## src/rtl/seq_scan_arbiter.sv

```systemverilog
// seq_scan_arbiter: round-robin scheduler that time-shares one external
// three-ones Mealy detector among N_CH serial bit-stream requesters.
// One channel is granted per frame. Its bits are steered onto det_x, and
// det_y hits are counted. The result is reported on a one-cycle done strobe.
module seq_scan_arbiter #(
    parameter int N_CH  = 4,
    parameter int CH_W  = 2,
    parameter int LEN_W = 8,
    parameter int CNT_W = 8
) (
    input  logic                  clk,
    input  logic                  rst_n,
    input  logic [N_CH-1:0]       req,
    input  logic [N_CH*LEN_W-1:0] frame_len,
    input  logic [N_CH-1:0]       ch_bit,
    output logic [N_CH-1:0]       gnt,
    output logic                  det_x,
    input  logic                  det_y,
    output logic                  busy,
    output logic                  done,
    output logic [CH_W-1:0]       done_ch,
    output logic [CNT_W-1:0]      hit_cnt,
    output logic                  aborted
);

    typedef enum logic [1:0] {IDLE, SCAN, REPORT} state_t;

    state_t           state, state_n;
    logic [CH_W-1:0]  rr_ptr;
    logic [CH_W-1:0]  cur_ch;
    logic [LEN_W-1:0] cur_len;
    logic [LEN_W-1:0] bit_cnt;

    logic             win_vld;
    logic [CH_W-1:0]  win_ch;
    logic [LEN_W-1:0] win_len;

    logic             cur_req;
    logic             cur_bit;
    logic             last_bit;

    assign cur_req  = req[cur_ch];
    assign cur_bit  = ch_bit[cur_ch];
    assign last_bit = (bit_cnt == cur_len - 1'b1);

    // Round-robin search starting one past the last winner, with wrap-around.
    always_comb begin
        int idx;
        logic [CH_W-1:0] cand;
        win_vld = 1'b0;
        win_ch  = '0;
        idx     = 0;
        cand    = '0;
        for (int i = 1; i <= N_CH; i++) begin
            idx  = (int'(rr_ptr) + i) % N_CH;
            cand = CH_W'(idx);
            if (!win_vld && req[cand]) begin
                win_vld = 1'b1;
                win_ch  = cand;
            end
        end
        win_len = frame_len[win_ch*LEN_W +: LEN_W];
    end

    // Next-state and state-decoded outputs. det_x is forced low outside live
    // SCAN bits so the detector is flushed between frames.
    always_comb begin
        state_n = state;
        det_x   = 1'b0;
        busy    = 1'b0;
        done    = 1'b0;
        case (state)
            IDLE: begin
                if (win_vld)
                    state_n = (win_len != '0) ? SCAN : REPORT;
            end
            SCAN: begin
                busy  = 1'b1;
                det_x = cur_req & cur_bit;
                if (!cur_req || last_bit)
                    state_n = REPORT;
            end
            REPORT: begin
                busy    = 1'b1;
                done    = 1'b1;
                state_n = IDLE;
            end
            default: state_n = IDLE;
        endcase
    end

    // State register, frame latch, grant and hit counting.
    always_ff @(posedge clk) begin
        if (!rst_n) begin
            state   <= IDLE;
            gnt     <= '0;
            hit_cnt <= '0;
            aborted <= 1'b0;
            done_ch <= '0;
            rr_ptr  <= CH_W'(N_CH - 1);
            cur_ch  <= '0;
            cur_len <= '0;
            bit_cnt <= '0;
        end else begin
            state <= state_n;
            case (state)
                IDLE: begin
                    if (win_vld) begin
                        cur_ch  <= win_ch;
                        cur_len <= win_len;
                        rr_ptr  <= win_ch;
                        done_ch <= win_ch;
                        hit_cnt <= '0;
                        aborted <= 1'b0;
                        bit_cnt <= '0;
                        // A zero-length frame skips SCAN and is never granted.
                        if (win_len != '0)
                            gnt <= {{(N_CH-1){1'b0}}, 1'b1} << win_ch;
                        else
                            gnt <= '0;
                    end
                end
                SCAN: begin
                    if (!cur_req) begin
                        // Requester withdrew: this bit and det_y are discarded.
                        aborted <= 1'b1;
                        gnt     <= '0;
                    end else begin
                        if (det_y && (hit_cnt != {CNT_W{1'b1}}))
                            hit_cnt <= hit_cnt + 1'b1;
                        bit_cnt <= bit_cnt + 1'b1;
                        if (last_bit)
                            gnt <= '0;
                    end
                end
                REPORT: begin
                    gnt <= '0;
                end
                default: begin
                    gnt <= '0;
                end
            endcase
        end
    end

endmodule

```

## config.mk

```make
export PLATFORM = sky130hd
export DESIGN_NAME = seq_scan_arbiter
export DESIGN_NICKNAME = d
export VERILOG_FILES = /design/src/rtl/seq_scan_arbiter.sv
export SDC_FILE = /design/constraint.sdc
export NUM_CORES = 1
export LEC_CHECK = 0
export BUFFER_PORTS_ARGS = -buffer_cell sky130_fd_sc_hd__buf_2
export CELL_PAD_IN_SITES_DETAIL_PLACEMENT = 0
export CELL_PAD_IN_SITES_GLOBAL_PLACEMENT = 1
export CORE_AREA = 8 8 66 111
export CTS_BUF_LIST = sky130_fd_sc_hd__clkbuf_4
export DETAILED_ROUTE_END_ITERATION = 16
export DIE_AREA = 0 0 74 119
export PLACE_DENSITY_LB_ADDON = 0.1
export SLEW_MARGIN = 25
export SYNTH_ARGS = -nofsm -noshare
export SYNTH_HDL_FRONTEND = slang
export SYNTH_SLANG_ARGS = --single-unit
```

## constraint.sdc

```tcl
create_clock -name clk -period 2.29 [get_ports clk]
set_clock_uncertainty 0.1 [all_clocks]
set_input_delay 0.458 -clock clk [delete_from_list [all_inputs] [get_ports clk]]
set_output_delay 0.458 -clock clk [all_outputs]
set_load 0.05 [all_outputs]
```

Yosys cells after proc, flatten, opt, wreduce, memory -nomap -nowiden
Cells that the tools add are included.

operators by class
  add/sub/neg operators = 7
  order comparisons = 5
  equal/unequal tests = 10
  shifts and indexed selects = 2
  mux-type cells = 41
  bitwise logic cells = 1
  reduce and logical (&&, ||, !) cells = 19

operators by type and width
  kind                 number
  $mux 8               4
  $pmux 8 s2           2
  $shiftx 32x6->8      1
  $add 8x1->8 const B  2
  $mux 4               4
  $lt 2x3->1 const B   5
  $mux 1               15
  $mux 2               7
  $bmux 1 s2           6
  $ne 2x2->1 const B   5
  $eq 8x8->1           1
  $ne 8x8->1 const B   1
  $pmux 4 s2           1
  $reduce_bool 8->1    1
  $sub 8x1->8 const B  1
  $reduce_and 2->1     3
  $reduce_and 3->1     2
  $add 2x1->2 const B  2
  $add 2x2->2 const B  2
  $logic_and 1x1->1    4
  $logic_not 1->1      4
  $pmux 2 s2           1
  $reduce_and 4->1     1
  $shl 1x2->4 const A  1
  other kinds (9)      9

storage, ports and cells
  register bits = 35
  input bits = 43
  output and inout bits = 18

Depth between registers and ports, before layout
Gate-level depths: netlist of the first run.

  depth in word-level cells = 18
  depth in mapped cells = 8

Least setup slack after synthesis of the first run
No wires, ideal clock.

  path kind = register -> register
  start point = reg cur_ch[0]
  end point = reg bit_cnt[7]
  setup time = 0.128 ns
  data arrival time = 2.136 ns
  setup slack = -0.074 ns
  stages on the path, launching flop included = 7
  path buffers = 0
  path through = dfxtp_1 -> mux4_2 -> mux2_4 -> and4_4 -> and3_4 -> xnor2_1 -> nor2_1

between the ends
  longest elaborated chain between the ends = 4

RTL lines
  item                               line  source
  start: declaration                 30    logic [CH_W-1:0] cur_ch;
  start signal: assignment           109   cur_ch <= win_ch;
  $bmux 1 s2                         42    assign cur_req = req[cur_ch];
  $mux 1 (implied by the code)       42
  $ne 2x2->1 (no source line)        n/a
  $reduce_and 3->1 (no source line)  n/a
  end signal: assignment             131   bit_cnt <= bit_cnt + 1'b1;
  end: declaration                   32    logic [LEN_W-1:0] bit_cnt;

Every way passes these cells. The select of a mux whose other input is x is not followed.
A chain may end at the register's enable or synchronous reset.

Worst setup path after layout of the first run
  start point = reg cur_ch[0]
  end point = out det_x

between the ends
  longest elaborated chain between the ends = 4
  elaborated cells on any way between the ends = 6
  those cells by class = 5 x mux; 1 x bitwise

RTL lines
  item                           line    source
  $bmux 1 s2 (on tied branches)  42, 43
  $mux 1 (on tied branches)      42, 43
  $and 1x1->1 *                  79      det_x = cur_req & cur_bit;
  $mux 1 *                       72      case (state)
  end: declaration               17      output logic det_x,

Every way passes the cells marked *; elsewhere a longest branch is shown, timed or not. The select of a mux whose other input is x is not followed.

==> results by group, run 1 <==
Run status
  – Outcome: finished clean

Die
  – Core area: 5787 um2
  – Die area: 8806 um2
  – IO Pins: 61
  – Rows: 37
  – Chip Width: 74 um
  – Die H: 119 um
  – Starting Density: 39.09%

Final layout
  – Area Overhead vs Synth: 23.56%
  – Cell Count, Final, Fillers Out: 401
  – Commonest non-fill, non-tap cell in the layout: buf_2
  – Post-route cell area: 2795 um2
  – Fin nets: 371
  – Layout cells sized above 1: 32.82%
  – Most used cells in the layout excluding fill and tap cells: buf_2 (60), dfxtp_1 (33), nor2_1 (24), mux2i_1 (17), xor2_1 (15)
  – # diodes: 0

Drt
  – DRT Wirelength: 6001 um
  – Via density per instance: 5.252
  – Routed via count: 2106
  – Post-DRT Antenna Nets: 0
  – Drc violations: 0
  – Routed length per instance: 14.97 um
  – First drt pass iteration count: 4
  – DR iter-0 viols: 63

Placed design
  – Gp weighted congestion: 0.7461
  – # port buffers: 60
  – DP Cell Count: 391
  – Area post-placement: 2726 um2
  – Hpwl dp: 4944 um
  – Dpl ws: 0.07145 ns

Global route
  – Antenna violations before repair: 0
  – Number of global-route vias before repair: 2112
  – Gr ovfl total: 0
  – Total GRT Usage: 14.08%
  – First-pass GRT wire length: 9922 um
  – Largest net degree at the start of global routing: 18

CTS
  – Clk Latency, worst-skew pair: 0.34 ns
  – CTS Buf Count: 5
  – TritonCTS clock tree: done
  – CTS Buffer Depth: 2
  – Clock tree sinks: 35
  – Root buffer cell: clkbuf_4
  – H-tree levels: 2
  – Clock-pin slew on the worst setup and hold paths: 0.10 ns

Setup path
  – Worst-path fanout max: 4
  – Crit-path cells: mux4_2 > and3_1 > buf_2
  – Max incr delay on CP: 0.54 ns
  – Critical Path Source Type: flop
  – CP Data Arrival Time: 1.65 ns
  – CP Capture Type: output port
  – Worst Path Required: 1.73 ns
  – Critical path class: reg -> out
  – CP max-delay cell: mux4_2
  – Cell family with most CP delay: multiplexers
  – CP bufs+invs: 1

Timing
  – Highest clock rate: 453.8 MHz
  – RSZ-0062 raised after global routing: false
  – Setup TNS: 0 ns
  – Final hold vios: 0
  – Crit share post-route: 96.24%
  – Crit path time final: 2.204 ns
  – Final setup fails: 0
  – Slew HR: 65.16%
  – Max Slew Vio Count: 0
  – Worst Max-Slew Pin Slew: 0.5170 ns
  – Worst Slack Setup Final: 0.08620 ns

Logic synthesis
  – Largest area contributor in the netlist: dfxtp_1
  – Ys flop type: dfxtp_1
  – Synth Net Count: 298
  – Post-synthesis sequential area ratio: 30.97%
  – Synth top area share: 30.97%
  – Cell count after synthesis: 249
  – Syn_area_per_cell: 9.085 um2
  – Asr flop ratio synth: 0%
  – Synth cell types: 58
  – #FFs+latches synth: 35
  – Synthesized area: 2262 um2
  – Top post-synthesis cells by area: dfxtp_1 (31%), mux2i_1 (7.5%), xor2_1 (5.8%)
  – Number of enable flip-flop cells after synthesis: 0
  – YS warnings: 0

Pwr
  – Leakage power: 1.223 nW
  – Pwr/cell area: 1162 nW/um2
  – Peak supply drop: 607.3 uV

Flow run
  – Max Cap Viol: 0

Worst hold path
  – Hold Crit Class: in -> reg
==> cell usage after synthesis, drive strengths merged (2+ instances only) <==
cell type and number:
dfxtp 35, nor2 24, mux2i 17, xor2 15
o21ai 14, nand2 13, nand3 13, a21oi 11
inv 11, mux2 9, nand4 7, nor4 7
ha 6, xnor2 6, and3 5, a32o 4
buf 4, a31oi 3, and2 3, and2b 3
clkbuf 3, a211oi 2, a22oi 2, and4 2
mux4 2, nor3 2, o2111ai 2, o211ai 2
o41ai 2, or3 2, or4 2
==> cell type report <==
class	count	area [um2]
Clock inverter	2	7.507
Timing Repair Buffer	73	422.9
Fill cell	611	2992
Sequential cell	35	703.2
Multi-Input combinational cell	196	1478
Tap cell	78	97.59
Clock buffer	6	45.04
Inverter	11	41.29
==> per-layer routing <==
metal	vias to the layer above	GRT usage, %	share of wire (%)
met1	983	15.15	39
met3	6	3.445	4.1
met4	0	4.786	1.3
met2	47	25.22	55
li1	1070	-	-
met5	-	0	0
==> flip-flops by register name, indices dropped and copies added (netlist names) <==
signal   flops
bit_cnt      8
cur_len      8
hit_cnt      8
gnt          4
cur_ch       2
rr_ptr       2
state        2
aborted      1
==> what timing repair did <==
| item | in CTS | in global routing |
|---|---|---|
| endpoints found under the hold margin | 0 | 0 |
| setup endpoints to repair | 0 | 5 |
| resized for setup | 0 | 1 |
| setup buffers | 0 | 2 |
| hold buffers | 0 | 0 |
==> metrics by stage <==
step	hold slack, ns	utilization [%]	power (mW)
final	0.3668	48.30	3.247
after floorplan	0.3437	-	2.373
after detailed placement	0.3557	47.11	2.932
after global routing	0.3594	48.30	3.507
after global placement	0.3527	47.11	2.923
after CTS	0.3569	48.02	3.271
==> final timing paths <==
check / endpoint / slack, ns / cells after the start / from
min reg2reg: gnt[1]$_SDFFE_PN0P_ / 0.38 / 1 / gnt[1]$_SDFFE_PN0P_
max reg2reg: state[0]$_SDFFE_PN0P_ / 0.15 / 9 / cur_len[0]$_SDFFE_PN0P_
min: rr_ptr[1]$_SDFFE_PN1P_ / 0.37 / 2 / rst_n
max: det_x / 0.09 / 3 / cur_ch[0]$_SDFFE_PN0P_
==> where the power goes <==
| part | internal, mW | switching, mW | total [mW] |
|---|---|---|---|
| clock network | 0.126 | 0.203 | 0.328 |
| registers | 0.765 | 0.174 | 0.939 |
| logic | 0.853 | 1.13 | 1.98 |
==> cell families after synthesis <==
group	after synthesis	synth area share, %
AND/OR/NAND/NOR	89	21.90
buffers and inverters	18	4.037
flip-flops	35	30.97
AO/OA/AOI/OAI	52	17.48
adder cells (fa/ha/maj)	6	3.318
XOR/XNOR	21	8.131
multiplexers	28	14.16
No activity file was read; power rests on OpenSTA's default activity.
==> inputs of run 2 (changes only) <==
--- a/config.mk
+++ b/config.mk
@@ -8,10 +8,11 @@
 export BUFFER_PORTS_ARGS = -buffer_cell sky130_fd_sc_hd__buf_2
 export CELL_PAD_IN_SITES_DETAIL_PLACEMENT = 0
 export CELL_PAD_IN_SITES_GLOBAL_PLACEMENT = 1
-export CORE_AREA = 8 8 66 111
+export CORE_AREA = 8 8 85 87
 export CTS_BUF_LIST = sky130_fd_sc_hd__clkbuf_4
+export CTS_CLUSTER_SIZE = 16
 export DETAILED_ROUTE_END_ITERATION = 16
-export DIE_AREA = 0 0 74 119
+export DIE_AREA = 0 0 93 95
 export PLACE_DENSITY_LB_ADDON = 0.1
 export SLEW_MARGIN = 25
 export SYNTH_ARGS = -nofsm -noshare
==> run 2 against run 1 <==
Sequential share of layout area rose by 0.16 points. Maximum frequency shrank 0.95%. Register-to-register slack better by 0.02 ns. Die area up 0.33%. Core utilization fell by 0.45 points. Via count fell by 0.90%. Setup slack got worse by 0.021 ns. Routed wire length decreased by 2.0%. Flip-flop and latch count is the same. Worst hold slack lost 0.0068 ns. Count of clock-buffer cells in the layout stayed put. Largest cell class unchanged. Highest routed layer unchanged.
==> results by group, run 2 (same netlist as run 1, synthesis figures left out) <==
Die
  – Rows: 28 (was 37)
  – Starting Density: 38.90% (was 39.09%)
  – Chip Width: 93 um (was 74 um)
  – IO Pins: 61 (unchanged)
  – Die area: 8835 um2 (was 8806 um2)
  – Core area: 5816 um2 (was 5787 um2)
  – Die H: 95 um (was 119 um)

Setup path
  – CP max-delay cell: mux4_2 (unchanged)
  – RR Endpoint: state[0]$_SDFFE_PN0P_ (unchanged)
  – Worst-path fanout max: 4 (unchanged)
  – Worst Path Required: 1.73 ns (about the same)
  – Reg2Reg Depth: 9 (unchanged)
  – CP Data Arrival Time: 1.67 ns (was 1.65 ns)
  – Critical path class: reg -> out (unchanged)
  – CP Capture Type: output port (unchanged)
  – Max incr delay on CP: 0.55 ns (was 0.54 ns)
  – Critical Path Source Type: flop (unchanged)
  – Crit-path cells: mux4_2 > and3_1 > buf_2 (unchanged)
  – Worst r2r src: cur_len[1]$_SDFFE_PN0P_ (was cur_len[0]$_SDFFE_PN0P_)
  – R2R Setup Slk: 0.17 ns (was 0.15 ns)

Timing
  – Worst Slack Setup Final: 0.06512 ns (was 0.08620 ns)
  – RSZ-0062 raised after global routing: false (unchanged)
  – Hold WS: 0.3600 ns (was 0.3668 ns)
  – Crit path time final: 2.225 ns (was 2.204 ns)
  – Worst Max-Slew Pin Slew: 0.4397 ns (was 0.5170 ns)
  – Highest clock rate: 449.5 MHz (was 453.8 MHz)
  – Max Slew Vio Count: 0 (unchanged)
  – Crit share post-route: 97.16% (was 96.24%)
  – Setup TNS: 0 ns (unchanged)
  – Final hold vios: 0 (unchanged)
  – Final setup fails: 0 (unchanged)
  – Slew HR: 70.37% (was 65.16%)

Final layout
  – Biggest regs: bit_cnt: 8 flops, cur_len: 8 flops, hit_cnt: 8 flops (unchanged)
  – Commonest non-fill, non-tap cell in the layout: buf_2 (unchanged)
  – # diodes: 0 (unchanged)
  – Fin nets: 369 (was 371)
  – Fin util: 47.85% (was 48.30%)
  – Area Overhead vs Synth: 23.01% (was 23.56%)
  – Layout cells sized above 1: 32.71% (was 32.82%)
  – Most used cells in the layout excluding fill and tap cells: buf_2 (60), dfxtp_1 (34), nor2_1 (24), mux2i_1 (17), xor2_1 (15) (was buf_2 (60), dfxtp_1 (33), nor2_1 (24), mux2i_1 (17), xor2_1 (15))

Worst hold path
  – Hold path startpoint: rst_n (unchanged)
  – Hold Crit Class: in -> reg (unchanged)
  – Worst Hold Depth: 2 (unchanged)
  – Hold Path End: rr_ptr[1]$_SDFFE_PN1P_ (unchanged)

Drt
  – Drc violations: 0 (unchanged)
  – DRT Wirelength: 5880 um (was 6001 um)
  – DR iter-0 viols: 129 (was 63)
  – Routed length per instance: 14.85 um (was 14.97 um)
  – Routed via count: 2087 (was 2106)
  – First drt pass iteration count: 4 (unchanged)
  – Via density per instance: 5.270 (was 5.252)
  – Post-DRT Antenna Nets: 0 (unchanged)

Pwr
  – Pwr/cell area: 1165 nW/um2 (was 1162 nW/um2)
  – Leakage power: 1.214 nW (was 1.223 nW)
  – Peak supply drop: 619.9 uV (was 607.3 uV)

Global route
  – Total GRT Usage: 13.59% (was 14.08%)
  – Number of global-route vias before repair: 2214 (was 2112)
  – Largest net degree at the start of global routing: 18 (unchanged)
  – First-pass GRT wire length: 9970 um (was 9922 um)
  – Gr ovfl total: 0 (unchanged)
  – Antenna violations before repair: 0 (unchanged)

Placed design
  – Gp weighted congestion: 0.8153 (was 0.7461)
  – Hpwl dp: 4792 um (was 4944 um)
  – # port buffers: 60 (unchanged)
  – Dpl ws: 0.07273 ns (was 0.07145 ns)

CTS
  – Post-CTS Resized: 0 (unchanged)
  – CTS Buf Count: 5 (unchanged)
  – CTS Hold Bufs: 0 (unchanged)
  – Post-CTS Setup Inserts: 0 (unchanged)
  – Root buffer cell: clkbuf_4 (unchanged)
  – H-tree levels: 2 (unchanged)
  – Clk Latency, worst-skew pair: 0.35 ns (was 0.34 ns)
  – Clock-pin slew on the worst setup and hold paths: 0.11 ns (was 0.10 ns)
  – CTS Buffer Depth: 2 (unchanged)
  – TritonCTS clock tree: done (unchanged)
  – Clock tree sinks: 35 (unchanged)

Flow run
  – Max Cap Viol: 0 (unchanged)

Run status
  – Outcome: finished clean (unchanged)
-- run 2: cell types whose count changed in the layout (fill, tap and decap cells not counted) --
cell | previous run | this run
dfxtp_4 | 0 | 1
clkinvlp_4 | 0 | 1
buf_4 | 11 | 9
clkinv_2 | 0 | 1
dfxtp_2 | 2 | 0
clkinv_1 | 2 | 0
dfxtp_1 | 33 | 34
-- run 2: power by group --
group	switching (mW)	internal [mW]
Sequential	0.176	0.765
Clock	0.215	0.130
Combinational	1.11	0.843
-- run 2: how the worst max path moves through the flow --
stage | startpoint | to | slack, ns | cells past startpoint
floorplan | cur_ch[0]$_SDFFE_PN0P_ | bit_cnt[7]$_SDFFE_PN0P_ | 0.13 | 6
global placement | req[3] | bit_cnt[7]$_SDFFE_PN0P_ | 0.10 | 7
detailed placement | req[3] | bit_cnt[5]$_SDFFE_PN0P_ | 0.07 | 7
CTS | cur_ch[0]$_SDFFE_PN0P_ | det_x | 0.02 | 3
global route | cur_ch[0]$_SDFFE_PN0P_ | det_x | 0.01 | 3
finish | cur_ch[0]$_SDFFE_PN0P_ | det_x | 0.07 | 3
-- run 2: worst max-delay path, delay by kind of cell (launching register included) --
family | cells | cell delay, ns
simple gates | 1 | 0.19
flops | 1 | 0.39
mux | 1 | 0.55
buf+inv | 1 | 0.20
-- run 2: metal layers --
| layer | vias up | global-route usage (%) | share of wire [%] |
|---|---|---|---|
| met5 | - | 0 | 0 |
| met4 | 0 | 2.953 | 0.94 |
| met3 | 6 | 4.444 | 5.7 |
| met2 | 53 | 21.78 | 44 |
| met1 | 958 | 17.33 | 50 |
| li1 | 1070 | - | - |
-- run 2: layout make-up --
cell class | instances | area, um2
clock buffers | 6 | 45.04
clock inverters | 2 | 12.51
fillers | 621 | 3033
inverters | 11 | 41.29
multi-input cells | 196 | 1478
flip-flops and latches | 35 | 704.4
well taps | 75 | 93.84
repair buffers | 71 | 407.9
-- run 2: through the flow --
step	power [mW]	area [um2]	cells
global placement	2.916	2723	388
finish	3.241	2783	396
floorplan	2.373	2263	249
global route	3.482	2783	396
CTS	3.265	2780	396
detailed placement	2.916	2723	388
==> inputs of run 3 (changes only) <==
--- a/config.mk
+++ b/config.mk
@@ -5,14 +5,14 @@
 export SDC_FILE = /design/constraint.sdc
 export NUM_CORES = 1
 export LEC_CHECK = 0
-export BUFFER_PORTS_ARGS = -buffer_cell sky130_fd_sc_hd__buf_2
 export CELL_PAD_IN_SITES_DETAIL_PLACEMENT = 0
 export CELL_PAD_IN_SITES_GLOBAL_PLACEMENT = 1
-export CORE_AREA = 8 8 85 87
+export CORE_AREA = 8 8 77 79
 export CTS_BUF_LIST = sky130_fd_sc_hd__clkbuf_4
 export CTS_CLUSTER_SIZE = 16
 export DETAILED_ROUTE_END_ITERATION = 16
-export DIE_AREA = 0 0 93 95
+export DIE_AREA = 0 0 85 87
+export DONT_BUFFER_PORTS = 1
 export PLACE_DENSITY_LB_ADDON = 0.1
 export SLEW_MARGIN = 25
 export SYNTH_ARGS = -nofsm -noshare
==> run 3 against run 2 <==
Maximum frequency down 1.1%. Core utilization is 4.6 points higher. Via count down 9.2%. Count of clock-buffer cells in the layout is the same. Sequential power up 9%. Cell count fell by 18%. Total power down 3.0%. Sequential share of layout area grew 2.5 points. Routed wire length fell by 8.0%. Critical endpoint unchanged. Largest power group unchanged.
==> results by group, run 3 (same netlist as run 1, synthesis figures left out) <==
Die
  – Starting Density: 46.67% (was 38.90%)
  – Chip Width: 85 um (was 93 um)
  – Core area: 4847 um2 (was 5816 um2)
  – Die H: 87 um (was 95 um)
  – Die area: 7395 um2 (was 8835 um2)
  – IO Pins: 61 (unchanged)
  – Rows: 26 (was 28)

Placed design
  – Hpwl dp: 4324 um (was 4792 um)
  – # port buffers: 0 (was 60)
  – Gp weighted congestion: 0.7696 (was 0.8153)
  – Area post-placement: 2454 um2 (was 2723 um2)

Setup path
  – Critical Path Source Type: flop (unchanged)
  – RR Endpoint: state[0]$_SDFFE_PN0P_ (unchanged)
  – CP Data Arrival Time: 1.69 ns (was 1.67 ns)
  – CP Launch Point: cur_ch[0]$_SDFFE_PN0P_ (unchanged)
  – CP Capture Type: output port (unchanged)
  – Worst r2r src: cur_len[1]$_SDFFE_PN0P_ (unchanged)
  – Reg2Reg Depth: 9 (unchanged)
  – R2R Setup Slk: 0.17 ns (about the same)
  – Worst Path Required: 1.73 ns (about the same)
  – Worst-path fanout max: 3 (was 4)
  – Critical path class: reg -> out (unchanged)

CTS
  – H-tree levels: 2 (unchanged)
  – Clock tree sinks: 35 (unchanged)
  – CTS Hold Bufs: 0 (unchanged)
  – Root buffer cell: clkbuf_4 (unchanged)
  – CTS Buffer Depth: 2 (unchanged)
  – CTS Buf Count: 5 (unchanged)
  – TritonCTS clock tree: done (unchanged)
  – Clk Latency, worst-skew pair: 0.34 ns (was 0.35 ns)
  – Clock-pin slew on the worst setup and hold paths: 0.11 ns (about the same)

Pwr
  – NetSw: 1.454 mW (was 1.501 mW)
  – Pwr/cell area: 1238 nW/um2 (was 1165 nW/um2)
  – Comb pwr share: 56.3% (was 60.3%)
  – Sw Ratio: 46.23% (was 46.33%)
  – Final total power: 3.145 mW (was 3.241 mW)
  – Seq pwr share: 32.7% (was 29.0%)
  – Clock power share: 11.0% (was 10.6%)
  – Peak supply drop: 600.5 uV (was 619.9 uV)
  – Leakage power: 1.000 nW (was 1.214 nW)
  – Int Pwr: 1.691 mW (was 1.739 mW)

Final layout
  – Area Overhead vs Synth: 12.28% (was 23.01%)
  – Commonest non-fill, non-tap cell in the layout: dfxtp_1 (was buf_2)
  – Biggest regs: bit_cnt: 8 flops, cur_len: 8 flops, hit_cnt: 8 flops (unchanged)
  – # diodes: 0 (unchanged)
  – Post-route cell area: 2540 um2 (was 2783 um2)
  – Filler Cells Inserted: 475 (was 621)
  – Fin nets: 318 (was 369)
  – Layout cells sized above 1: 20.74% (was 32.71%)
  – Fin util: 52.40% (was 47.85%)
  – Most used cells in the layout excluding fill and tap cells: dfxtp_1 (33), nor2_1 (24), mux2i_1 (17), buf_4 (17), xor2_1 (15) (was buf_2 (60), dfxtp_1 (34), nor2_1 (24), mux2i_1 (17), xor2_1 (15))

Drt
  – Post-DRT Antenna Nets: 0 (unchanged)
  – Routed via count: 1896 (was 2087)
  – First drt pass iteration count: 4 (unchanged)
  – DR iter-0 viols: 52 (was 129)
  – Drc violations: 0 (unchanged)
  – Via density per instance: 5.816 (was 5.270)
  – Routed length per instance: 16.59 um (was 14.85 um)
  – DRT Wirelength: 5408 um (was 5880 um)

Timing
  – Final hold vios: 0 (unchanged)
  – Final setup fails: 0 (unchanged)
  – Highest clock rate: 444.7 MHz (was 449.5 MHz)
  – RSZ-0062 raised after global routing: true (was false)
  – Max Slew Vio Count: 0 (unchanged)
  – Slew HR: 63.24% (was 70.37%)
  – Crit path time final: 2.249 ns (was 2.225 ns)
  – Crit share post-route: 98.20% (was 97.16%)
  – Worst Max-Slew Pin Slew: 0.5507 ns (was 0.4397 ns)

Global route
  – Total GRT Usage: 14.92% (was 13.59%)
  – Antenna violations before repair: 0 (unchanged)
  – First-pass GRT wire length: 9025 um (was 9970 um)
  – Number of global-route vias before repair: 1904 (was 2214)
  – Largest net degree at the start of global routing: 16 (was 18)
  – Gr ovfl total: 0 (unchanged)

Worst hold path
  – Hold Crit Class: in -> reg (unchanged)
  – Hold Path End: rr_ptr[1]$_SDFFE_PN1P_ (unchanged)
  – Hold path startpoint: rst_n (unchanged)
  – Worst Hold Depth: 1 (was 2)

Run status
  – Outcome: finished clean (unchanged)

Flow run
  – Max Cap Viol: 0 (unchanged)
[run 3: cell count changes in the layout (fill, tap and decap cells not counted)]
cell	before	now
buf_4	9	17
buf_2	60	0
buf_8	0	1
and3_1	3	2
dfxtp_2	0	1
dfxtp_1	34	33
and3_4	2	3
[run 3: stage by stage]
| step | setup TNS, ns | setup WS [ns] | hold WS [ns] | instances |
|---|---|---|---|---|
| after floorplan | 0 | 0.1319 | 0.3437 | 249 |
| after global placement | 0 | 0.1932 | 0.3862 | 318 |
| after detailed placement | 0 | 0.1500 | 0.3832 | 318 |
| after CTS | -0.006177 | -0.006177 | 0.1023 | 326 |
| after global routing | -0.02141 | -0.02141 | 0.1034 | 326 |
| final | 0 | 0.04127 | 0.1219 | 326 |
[run 3: how the worst max path moves through the flow]
| stage | end | slack (ns) | cells past startpoint |
|---|---|---|---|
| final | det_x | 0.04 | 4 |
| after global routing | det_x | -0.02 | 4 |
| after CTS | det_x | -0.006 | 4 |
| after detailed placement | state[0]$_SDFFE_PN0P_ | 0.15 | 7 |
| after global placement | state[0]$_SDFFE_PN0P_ | 0.19 | 7 |
| after floorplan | bit_cnt[7]$_SDFFE_PN0P_ | 0.13 | 6 |
[run 3: critical path: stages (launching register included)]
cell and delay [ns]:
dfxtp_4 0.39, buf_12 0.14, mux4_2 0.49, and3_4 0.19, buf_8 0.14
[run 3: what timing repair did]
action | 4_1_cts | 5_1_grt
buffers inserted | 0 | 0
cloned | 0 | 0
gates resized for setup | 5 | 3
endpoints found under the setup margin | 1 | 5
pin swaps | 1 | 1
[run 3: final cells by class]
type	instances	area, um2	share of cell area [%]
Multi-Input combinational cell	196	1483	58.37
Clock buffer	6	45.04	1.773
Tap cell	56	70.07	2.759
Inverter	11	41.29	1.626
Sequential cell	35	705.7	27.78
Timing Repair Buffer	20	182.7	7.192
Clock inverter	2	12.51	0.4926
[run 3: power by group through the flow]
stage	Sequential [mW]	Combinational, mW	Clock, mW
after floorplan	1.05	1.32	0
after global placement	1.03	1.75	0
after detailed placement	1.04	1.75	0
after CTS	1.03	1.78	0.363
after global routing	1.06	1.95	0.389
final	1.03	1.77	0.345
[run 3: routing by layer]
layer / track usage, % / share of wire [%] / up-vias
met2: 24.50 / 46 / 46
met4: 3.398 / 0.74 / 0
met3: 6.604 / 9.3 / 6
met1: 17.36 / 44 / 882
li1: - / - / 962
met5: 0 / 0 / -
